### src/rtl/mul_ctrl_pkg.sv
// ---------------------------------------------------------------------------
// mul_ctrl_pkg
//
// Shared definitions for the temporal-PE controllers of the 8-bit systolic
// array. It holds the controller state encoding, the default operand width,
// the default temporal window length and a helper that sizes window counters.
//
// No ports (package).
// Optional build macro used by the controllers that import this package:
//   ZERO_SKIP_EN - skip the temporal window when either operand is zero.
// ---------------------------------------------------------------------------
package mul_ctrl_pkg;

    // Controller states. IDLE waits for operands, LOAD pulses the multiplier
    // init strobe, RUN integrates the output bitstream over the window, DONE
    // holds the product until it is taken and CLEAR pulses the clear strobe.
    typedef enum logic [2:0] {
        IDLE  = 3'd0,
        LOAD  = 3'd1,
        RUN   = 3'd2,
        DONE  = 3'd3,
        CLEAR = 3'd4
    } ctrl_state_e;

    // Operand format width; magnitudes carry one bit less than this.
    localparam int DEFAULT_WIDTH = 8;

    // One full temporal window covers every magnitude code of a WIDTH-1 bit
    // operand.
    localparam int DEFAULT_WIN_LEN = 2 ** (DEFAULT_WIDTH - 1);

    // Width of a window counter. The counter normally matches the operand
    // format width, but it is never allowed to be too narrow to reach the
    // last window index of the requested window length.
    function automatic int winCntWidth(input int width, input int winLen);
        int need;
        need = $clog2(winLen + 1);
        return (width > need) ? width : need;
    endfunction

endpackage

### src/rtl/win_cnt.sv
// ---------------------------------------------------------------------------
// win_cnt
//
// Window counter shared by the temporal-PE controllers. It counts enabled
// cycles from 0 up to WIN_LEN-1, flags the last index of the window and
// wraps back to 0 when it advances past that last index.
//
// Parameters:
//   WIDTH   - counter width in bits.
//   WIN_LEN - window length in cycles (1 .. 2**WIDTH).
//
// Ports:
//   clk    in   clock, rising edge
//   rst    in   asynchronous active-high reset
//   clr_i  in   synchronous clear to 0 (wins over en_i)
//   en_i   in   advance the count by one
//   tc_o   out  count is at the last window index (WIN_LEN-1)
// ---------------------------------------------------------------------------
module win_cnt
    import mul_ctrl_pkg::*;
#(
    parameter int WIDTH   = DEFAULT_WIDTH,
    parameter int WIN_LEN = DEFAULT_WIN_LEN
) (
    input  logic clk,
    input  logic rst,
    input  logic clr_i,
    input  logic en_i,
    output logic tc_o
);

    localparam logic [WIDTH-1:0] LAST_IDX = WIDTH'(WIN_LEN - 1);

    logic [WIDTH-1:0] countQ;
    logic [WIDTH-1:0] countD;

    // Next count: a clear always returns to the start of the window, and an
    // enabled count on the last index wraps to 0 so the counter is already
    // at the start when the owner leaves its run state.
    always_comb begin
        countD = countQ;
        if (clr_i) begin
            countD = '0;
        end else if (en_i) begin
            if (countQ == LAST_IDX) begin
                countD = '0;
            end else begin
                countD = countQ + WIDTH'(1);
            end
        end
    end

    // Count register, returned to 0 by the shared asynchronous reset.
    always_ff @(posedge clk or posedge rst) begin
        if (rst) begin
            countQ <= '0;
        end else begin
            countQ <= countD;
        end
    end

    // The terminal flag is decoded straight from the register so the owner
    // sees it in the same cycle the last window index is being processed.
    assign tc_o = (countQ == LAST_IDX);

endmodule

### src/rtl/mul_border_ctrl.sv
// ---------------------------------------------------------------------------
// mul_border_ctrl
//
// Sequencer for one unary-temporal border multiplier (mul_border). It takes
// an operand pair over a valid/ready handshake, loads the multiplier, lets
// it run for one full temporal window of WIN_LEN cycles while counting the
// ones on its output bitstream, and returns that count as the product over a
// second valid/ready handshake. The multiplier is cleared after every
// operation, whether it completed or was aborted.
//
// Parameters:
//   WIDTH   - operand format width; magnitudes are WIDTH-1 bits.
//   WIN_LEN - temporal window length in cycles (1 .. 2**(WIDTH-1)).
//
// Build macro:
//   ZERO_SKIP_EN - when defined, a zero operand skips the window and the
//                  product 0 is presented straight after the load cycle.
//                  When undefined the full window always runs.
//
// Ports:
//   clk         in   clock, rising edge
//   rst         in   asynchronous active-high reset
//   in_valid    in   operand pair valid
//   in_ready    out  controller can accept an operand pair
//   in_data_i   in   activation magnitude (WIDTH-1)
//   in_data_w   in   weight magnitude (WIDTH-1)
//   abort       in   cancel the operation in LOAD or RUN
//   mul_init    out  one-cycle load strobe to the multiplier
//   mul_clr     out  one-cycle clear strobe to the multiplier
//   mul_data_i  out  registered activation to the multiplier (WIDTH-1)
//   mul_data_w  out  registered weight to the multiplier (WIDTH-1)
//   mul_bit     in   multiplier output bit
//   out_valid   out  product valid
//   out_ready   in   consumer accepts the product
//   out_prod    out  popcount of mul_bit over the window (WIDTH)
//   busy        out  high in every state except IDLE
// ---------------------------------------------------------------------------
module mul_border_ctrl
    import mul_ctrl_pkg::*;
#(
    parameter int WIDTH   = DEFAULT_WIDTH,
    parameter int WIN_LEN = 2 ** (WIDTH - 1)
) (
    input  logic             clk,
    input  logic             rst,
    input  logic             in_valid,
    output logic             in_ready,
    input  logic [WIDTH-2:0] in_data_i,
    input  logic [WIDTH-2:0] in_data_w,
    input  logic             abort,
    output logic             mul_init,
    output logic             mul_clr,
    output logic [WIDTH-2:0] mul_data_i,
    output logic [WIDTH-2:0] mul_data_w,
    input  logic             mul_bit,
    output logic             out_valid,
    input  logic             out_ready,
    output logic [WIDTH-1:0] out_prod,
    output logic             busy
);

    localparam int CNT_W = winCntWidth(WIDTH, WIN_LEN);

    ctrl_state_e      stateQ;
    logic             inReadyQ;
    logic             busyQ;
    logic             mulInitQ;
    logic             mulClrQ;
    logic [WIDTH-2:0] mulDataIQ;
    logic [WIDTH-2:0] mulDataWQ;
    logic             outValidQ;
    logic [WIDTH-1:0] outProdQ;
    logic [WIDTH-1:0] accQ;
    logic [WIDTH-1:0] accD;

    logic             cntClr;
    logic             cntEn;
    logic             winLast;

    // Accumulator value after folding in this cycle's multiplier bit. The
    // window never holds more ones than WIN_LEN <= 2**(WIDTH-1), so a
    // WIDTH-bit accumulator cannot overflow.
    assign accD = accQ + WIDTH'(mul_bit);

    // The window counter restarts in LOAD and also on an abort in RUN, so a
    // cancelled window never leaves a partial count behind. It only advances
    // on RUN cycles whose bit is actually accumulated.
    assign cntClr = (stateQ == LOAD) || ((stateQ == RUN) && abort);
    assign cntEn  = (stateQ == RUN) && !abort;

    win_cnt #(
        .WIDTH   (CNT_W),
        .WIN_LEN (WIN_LEN)
    ) u_win_cnt (
        .clk   (clk),
        .rst   (rst),
        .clr_i (cntClr),
        .en_i  (cntEn),
        .tc_o  (winLast)
    );

    // Main sequencer. Every output is a register that is updated together
    // with the state transition that implies it, so the strobes and the
    // handshake signals line up exactly with the state they belong to and no
    // output depends combinationally on an input. The init and clear strobes
    // default low each cycle and are only raised on entry to LOAD and CLEAR
    // respectively, which keeps them one cycle wide and never simultaneous.
    // A reset mid-operation drops straight back to idle without a clear
    // pulse because the multiplier shares the same reset.
    always_ff @(posedge clk or posedge rst) begin
        if (rst) begin
            stateQ    <= IDLE;
            inReadyQ  <= 1'b1;
            busyQ     <= 1'b0;
            mulInitQ  <= 1'b0;
            mulClrQ   <= 1'b0;
            mulDataIQ <= '0;
            mulDataWQ <= '0;
            outValidQ <= 1'b0;
            outProdQ  <= '0;
            accQ      <= '0;
        end else begin
            mulInitQ <= 1'b0;
            mulClrQ  <= 1'b0;

            case (stateQ)
                IDLE: begin
                    if (in_valid) begin
                        mulDataIQ <= in_data_i;
                        mulDataWQ <= in_data_w;
                        inReadyQ  <= 1'b0;
                        busyQ     <= 1'b1;
                        mulInitQ  <= 1'b1;
                        stateQ    <= LOAD;
                    end
                end

                LOAD: begin
                    accQ <= '0;
                    if (abort) begin
                        mulClrQ <= 1'b1;
                        stateQ  <= CLEAR;
                    end
`ifdef ZERO_SKIP_EN
                    else if ((mulDataIQ == '0) || (mulDataWQ == '0)) begin
                        outProdQ  <= '0;
                        outValidQ <= 1'b1;
                        stateQ    <= DONE;
                    end
`endif
                    else begin
                        stateQ <= RUN;
                    end
                end

                RUN: begin
                    if (abort) begin
                        accQ    <= '0;
                        mulClrQ <= 1'b1;
                        stateQ  <= CLEAR;
                    end else begin
                        accQ <= accD;
                        if (winLast) begin
                            outProdQ  <= accD;
                            outValidQ <= 1'b1;
                            stateQ    <= DONE;
                        end
                    end
                end

                DONE: begin
                    if (out_ready) begin
                        outValidQ <= 1'b0;
                        mulClrQ   <= 1'b1;
                        stateQ    <= CLEAR;
                    end
                end

                CLEAR: begin
                    accQ     <= '0;
                    outProdQ <= '0;
                    inReadyQ <= 1'b1;
                    busyQ    <= 1'b0;
                    stateQ   <= IDLE;
                end

                default: begin
                    accQ      <= '0;
                    outProdQ  <= '0;
                    outValidQ <= 1'b0;
                    inReadyQ  <= 1'b1;
                    busyQ     <= 1'b0;
                    stateQ    <= IDLE;
                end
            endcase
        end
    end

    assign in_ready   = inReadyQ;
    assign busy       = busyQ;
    assign mul_init   = mulInitQ;
    assign mul_clr    = mulClrQ;
    assign mul_data_i = mulDataIQ;
    assign mul_data_w = mulDataWQ;
    assign out_valid  = outValidQ;
    assign out_prod   = outProdQ;

endmodule

### config.mk
export PLATFORM = sky130hd
export DESIGN_NAME = mul_border_ctrl
export DESIGN_NICKNAME = d
export VERILOG_FILES = /design/src/rtl/mul_ctrl_pkg.sv /design/src/rtl/win_cnt.sv /design/src/rtl/mul_border_ctrl.sv
export SDC_FILE = /design/constraint.sdc
export NUM_CORES = 1
export LEC_CHECK = 0
export CAP_MARGIN = 20
export CORE_ASPECT_RATIO = 0.9
export CORE_MARGIN = 5
export CORE_UTILIZATION = 50
export CTS_CLUSTER_DIAMETER = 200
export DETAILED_ROUTE_END_ITERATION = 6
export PLACE_DENSITY = 0.79
export SLEW_MARGIN = 5
export SYNTH_ARGS = -nofsm -noshare
export SYNTH_HDL_FRONTEND = slang
export SYNTH_SLANG_ARGS = --single-unit
### constraint.sdc
create_clock -name clk -period 1.79 [get_ports clk]
set_input_delay 0.179 -clock clk [delete_from_list [all_inputs] [get_ports clk]]
set_output_delay 0.179 -clock clk [all_outputs]
set_load 0.02 [all_outputs]
# Word-level counts from Yosys, hierarchy flattened
# Cells that the tools add are included.
[op_classes] n_eq_ne=10 bitwise_logic=3 shifts=0 n_reduce_logical=16 muxes=27 mul=0 div_mod_pow=0 addsub=2 order_cmp=0
[op_table] operator="$mux W8" n=6
[op_table] operator="$pmux W8 S2" n=2
[op_table] operator="$mux W3" n=5
[op_table] operator="$pmux W3 S4" n=1
[op_table] operator="$mux W1" n=9
[op_table] operator="$reduce_or A3 Y1" n=3
[op_table] operator="$add A8 B1 Y8" n=1
[op_table] operator="$add A8 B1 Y8 const B" n=1
[op_table] operator="$eq A8 B7 Y1 const B" n=1
[op_table] operator="$eq A3 B2 Y1 const B" n=2
[op_table] operator="$ne A2 B2 Y1 const B" n=3
[op_table] operator="$pmux W1 S2" n=3
[op_table] operator="$reduce_and A3 Y1" n=2
[op_table] operator="$reduce_and A2 Y1" n=2
[op_table] operator="$reduce_and A4 Y1" n=1
[op_table] operator="$reduce_or A2 Y1" n=2
[op_table] operator="$eq A3 B1 Y1 const B" n=1
[op_table] operator="$eq A3 B3 Y1 const B" n=1
[op_table] operator="$logic_not A3 Y1" n=1
[op_table] operator="$ne A3 B2 Y1 const B" n=1
[op_table] operator="$not A1 Y1" n=3
[op_table] operator="$pmux W1 S3" n=1
[op_table] operator="$logic_and A1 B1 Y1" n=2
[op_table] operator="$ne A2 B1 Y1 const B" n=1
[op_table] operator="3 further kinds" n=3
[totals] out_inout_bits=27 mem_bits_ro=0 mem_bits_rw=0 latch_bits=0 word_cells=69 register_bits=46 n_memories=0

# Longest topological paths before layout
[depth] ltp_word=4 ltp_mapped=6

# By module
# Synthesis repeated with hierarchy kept, for this count alone.
[unflattened] cells_unflattened=190 hier_area_um2=2189.6
[by_module_without_submodules] module="mul_border_ctrl" seq_area_each_um2=952.2 area_each_um2=1762.9 cells_per_inst=147 instances=1
[by_module_without_submodules] module="win_cnt" seq_area_each_um2=200.2 area_each_um2=426.7 cells_per_inst=43 instances=1

# Worst setup path after synthesis
# Ideal clock, no wire load.
[synth_path] path_type="register to register" from="register stateQ[0]" to="register outProdQ[6] (netlist: out_prod[6])" setup_ns=0.124 required_time_ns=1.666 synth_period_minus_slack_ns=1.639 path_slack_ns=0.151 n_path_buf=2 path_stages_with_launch=7 t_arrival_ns=1.515 cell_sequence="dfrtp_1 > buf_6 > or3b_1 > o41a_4 > buf_6 > nand2_1 > o31ai_2"
[synth_between] elab_chain_cells=4 word_cells_on_any_way=10 cone_classes="eq/ne: 5; mux: 1; bitwise: 1; reduce/logical: 3"
[synth_lines] element="start, declared" line_no="mul_border_ctrl.sv:64" source="ctrl_state_e stateQ;"
[synth_lines] element="start signal, assigned" line_no="mul_border_ctrl.sv:112" source="stateQ <= IDLE;"
[synth_lines] element="start signal, assigned" line_no="mul_border_ctrl.sv:134" source="stateQ <= LOAD;"
[synth_lines] element="start signal, assigned" line_no="mul_border_ctrl.sv:142" source="stateQ <= CLEAR;"
[synth_lines] element="$eq A3 B1 Y1, or another cell as far along" line_no="mul_border_ctrl.sv:126" source="case (stateQ)"
[synth_lines] element="$reduce_or A3 Y1 (no line)"
[synth_lines] element="$not A1 Y1 (no line)"
[synth_lines] element="$reduce_and A3 Y1 (no line)"
[synth_lines] element="end signal, assigned" line_no="mul_border_ctrl.sv:120" source="outProdQ <= '0;"
[synth_lines] element="end signal, assigned" line_no="mul_border_ctrl.sv:164" source="outProdQ <= accD;"
[synth_lines] element="end signal, assigned" line_no="mul_border_ctrl.sv:181" source="outProdQ <= '0;"
[synth_lines] element="end, declared" line_no="mul_border_ctrl.sv:72" source="logic [WIDTH-1:0] outProdQ;"
# Several ways; a longest one is shown, not always the timed one.
# A chain may end at the register's enable or synchronous reset.

# Worst setup path in the final report
[layout_path] from="register stateQ[0]" to="register outProdQ[2] (netlist: out_prod[2])"
# The elaborated chain is that of the path after synthesis.

==> metrics.log <==
INFO  metric synthMostInstantiatedCell = sky130_fd_sc_hd__dfrtp_1
INFO  metric bufs_on_longest_clock_path = 2
INFO  metric die_area = around 5700 um2
INFO  metric via_per_inst = about 5.5
INFO  metric crit_path_max_fanout = 14
INFO  metric static-leakage-power = 0.00120 uW
INFO  metric layout-drive-gt1-share = ~16%
INFO  metric grt.met3_usage = 4.22%
INFO  metric postSynthAreaPerCell = roughly 11 um2
INFO  metric flow.area_growth_from_synthesis = 32.7%
INFO  metric initial_core_utilization = 52.1%
INFO  metric cts_inserted_buffers = 5
INFO  metric postSynth.topFlopCell = sky130_fd_sc_hd__dfrtp_1
INFO  metric max_stage_delay = 460 ps
INFO  metric finalWorstPathRequiredPeriod = 1740 ps
INFO  metric grt_start_max_net_pins = 18
INFO  metric vias = 1688
INFO  metric power.density_cell_area = 1460 nW/um2
INFO  metric timing.setup.tns = 0 ps
INFO  metric storage_element_area = 1150 um2
INFO  metric power_frac_seq = 35.3%
INFO  metric cts_tree = yes
INFO  metric endpoint_kind = register
INFO  metric maxSlewHeadroom = 59.4%
INFO  metric worst_slew_pin_slew = 605 ps
INFO  metric gp_congestion = 0.830
INFO  metric grt_most_used_layer = met2
INFO  metric synth_enable_flop_cells = 0
INFO  metric dr.pass1.iters = 4
INFO  metric power_switching_share = 35.9%
INFO  metric clock_sink_count = 46
INFO  metric cp.arrival = 1940 ps
INFO  metric crit_path_top_delay_cell = sky130_fd_sc_hd__dfrtp_1
INFO  metric min_period_over_period = 96.9%
INFO  metric cp_cell_sequence = or3b_1, o41a_4, o31ai_1
INFO  metric grt.total_usage = 17.2%
INFO  metric number_of_antenna_violations_at_the_first_check_in_global_routing = 0
INFO  metric globalRouteMet1Util = 23.1%
INFO  metric core_region_area = between 4000 and 5000 um2
INFO  metric multiInputGateArea = 926 um2
INFO  metric fillers = ~340
INFO  metric overflow_left_after_global_routing = 0
INFO  metric synth_warnings = 0
INFO  metric diodes = 0
INFO  metric critical_path_class = reg -> reg
INFO  metric mappedNetlistArea = 2150 um2
INFO  metric detailedPlacementHpwl = 3390 um
INFO  metric cts-htree-levels = 2
INFO  metric initialDrtViolationCount = between 100 and 150
INFO  metric io_buffers = 46
INFO  metric path_delay_family = compound AO/OA/AOI/OAI gates
INFO  metric synth_largest_area_cell = sky130_fd_sc_hd__dfrtp_1
INFO  metric io_pins = 47
INFO  metric cts_hold_repair.buffers = 0
INFO  metric fmaxAchievable = 576 MHz
INFO  metric report.final.slew_viol_count = 0
INFO  metric cp_data_required_time = 2000 ps
INFO  metric status = complete, no violations
INFO  metric min-delay-path-class = in -> async
INFO  metric ir_drop = approximately 0.91 mV
INFO  metric die_x = between 70 and 80 um
INFO  metric routed_wire_length_per_instance = 15.0 um
INFO  metric cts.clk_slew.worst_paths = 90 ps
INFO  metric hold_ws = 169 ps
INFO  metric yosys.cell_types.count = 43
INFO  metric global_route.usage.met2 = 27.3%
INFO  metric post_synth_arst_share = 100%
INFO  metric antenna_violating_nets_post_route = 0
INFO  metric clk_latency = approximately 310 ps
INFO  metric clock_power_share = 18.9%
INFO  metric max_cap_viol_count = 0
INFO  metric drcViolationCount = 0
INFO  metric final-setup-viol-count = 0
INFO  metric grt_pass1_vias = between 1500 and 2000
INFO  metric synth_top_area_share = 52.4%
INFO  metric die_height = 72.2 um
INFO  metric timing.critical_path.buf_inv = 0
INFO  metric cellInternalPower = around 2700 uW
INFO  metric synth-seq-cells = 46
INFO  metric largest_cells_by_area_after_synthesis = sky130_fd_sc_hd__dfrtp_1 (52%), sky130_fd_sc_hd__mux2_2 (7.3%), sky130_fd_sc_hd__nand2_1 (4.4%)
INFO  metric ctsRootBufferMaster = sky130_fd_sc_hd__clkbuf_8
INFO  metric net_count_of_the_mapped_netlist = 225
INFO  metric net-switching-power = 1490 uW
INFO  metric synth.yosys.seq_area_share = between 50% and 60%
INFO  metric synth_commonest_cells = sky130_fd_sc_hd__dfrtp_1 (45), sky130_fd_sc_hd__nand2_1 (25), sky130_fd_sc_hd__nor2_1 (19), sky130_fd_sc_hd__mux2_2 (14), sky130_fd_sc_hd__o21ai_0 (9)
INFO  metric combinational_share_of_power = 45.8%
INFO  metric skew = 7.90 ps
INFO  metric grt_first_pass_wirelength = approximately 7600 um
INFO  metric num_rows = 22
INFO  metric post_synth_inst_count = 202
INFO  metric critical_path.startpoint_type = register
INFO  metric drt_wl_total = 4580 um
INFO  metric layout.nets = 280
INFO  metric hold_viol = 0
[what timing repair did]
action	4_1_cts	5_1_grt
endpoints found under the setup margin	0	1
gates resized for setup	0	1
buffers inserted	0	0
[flip-flops by register name, indices dropped and copies added, names as in the netlist]
name / cells
accQ: 8
out_prod: 8
u_win_cnt.countQ: 8
mul_data_i: 7
mul_data_w: 7
stateQ: 3
busy: 1
in_ready: 1
mul_clr: 1
mul_init: 1
out_valid: 1
[worst reg2reg max path, stage by stage, from the launching register on]
cell                      delay (ps)
sky130_fd_sc_hd__dfrtp_1         460
sky130_fd_sc_hd__or3b_1          460
sky130_fd_sc_hd__o41a_4          450
sky130_fd_sc_hd__o31ai_1         280
[cell type report]
| type | instances | share of cell area [%] |
|---|---|---|
| Clock inverter | 3 | 1.54 |
| Multi-Input combinational cell | 141 | 32.5 |
| Sequential cell | 46 | 40.4 |
| Clock buffer | 5 | 2.41 |
| Timing Repair Buffer | 60 | 20.7 |
| Tap cell | 48 | 2.11 |
| Inverter | 3 | 0.395 |
[cell usage in the layout (no fill, tap or decap), drive strengths merged, types with 2 or more instances in the layout]
master,count
nand3,5
nor2b,4
xor2,4
o21ai,14
a211oi,3
ha,3
and3,2
nand2,25
nor4,2
nor2,20
dfrtp,45
o31ai,8
or3b,2
inv,3
a22o,2
a21oi,6
clkinv,2
buf,14
nor3,4
xnor2,8
clkdlybuf4s50,46
mux2,14
clkbuf,5
[final timing paths]
kind                                start                  end  slack, ps  depth (start not counted)
max in group asynchronous             rst                 busy       1030                          3
worst max register to register  stateQ[0]          out_prod[2]         50                          3
worst max-delay path            stateQ[0]          out_prod[2]         50                          3
min in group clk                 in_ready             in_ready        460                          2
worst min register to register   in_ready             in_ready        460                          2
worst min-delay path                  rst  u_win_cnt.countQ[7]        170                          2
[routing by layer]
metal / up-vias / wire [um]
li1: 821 / -
met1: 795 / 2120
met2: 65 / 2060
met3: 7 / 348
met4: 0 / 60
met5: - / 0
[through the flow]
stage	std cells	setup slack (ps)	power [uW]	instance area, um2	utilization, %
after global placement	298	0.791	3360	2730	66.2
final	306	54.8	4160	2850	69.1
after CTS	306	73.0	4180	2850	68.9
after global routing	306	-5.03	4420	2850	69.1
after floorplan	202	151	2600	2150	-
after detailed placement	298	-85.6	3390	2730	66.2
[power groups by stage]
stage / registers (uW) / clock network [uW] / logic (uW)
6_report: 1470 / 785 / 1900
5_1_grt: 1520 / 845 / 2060
4_1_cts: 1470 / 801 / 1910
3_5_place_dp: 1490 / 0 / 1900
3_3_place_gp: 1480 / 0 / 1870
2_1_floorplan: 1730 / 0 / 875
[logic make-up (layout without fill, tap and decap cells)]
family / after synthesis / count (layout) / share of synthesized area [%]
flip-flops: 46 / 46 / 53.6
multiplexers: 14 / 14 / 7.33
buffers and inverters: 15 / 71 / 3.61
AO/OA/AOI/OAI: 41 / 41 / 13.1
adder cells (fa/ha/maj): 3 / 3 / 1.75
XOR/XNOR: 12 / 12 / 4.89
AND/OR/NAND/NOR: 71 / 71 / 15.7
Note: power is estimated with default switching activity, not from simulation.
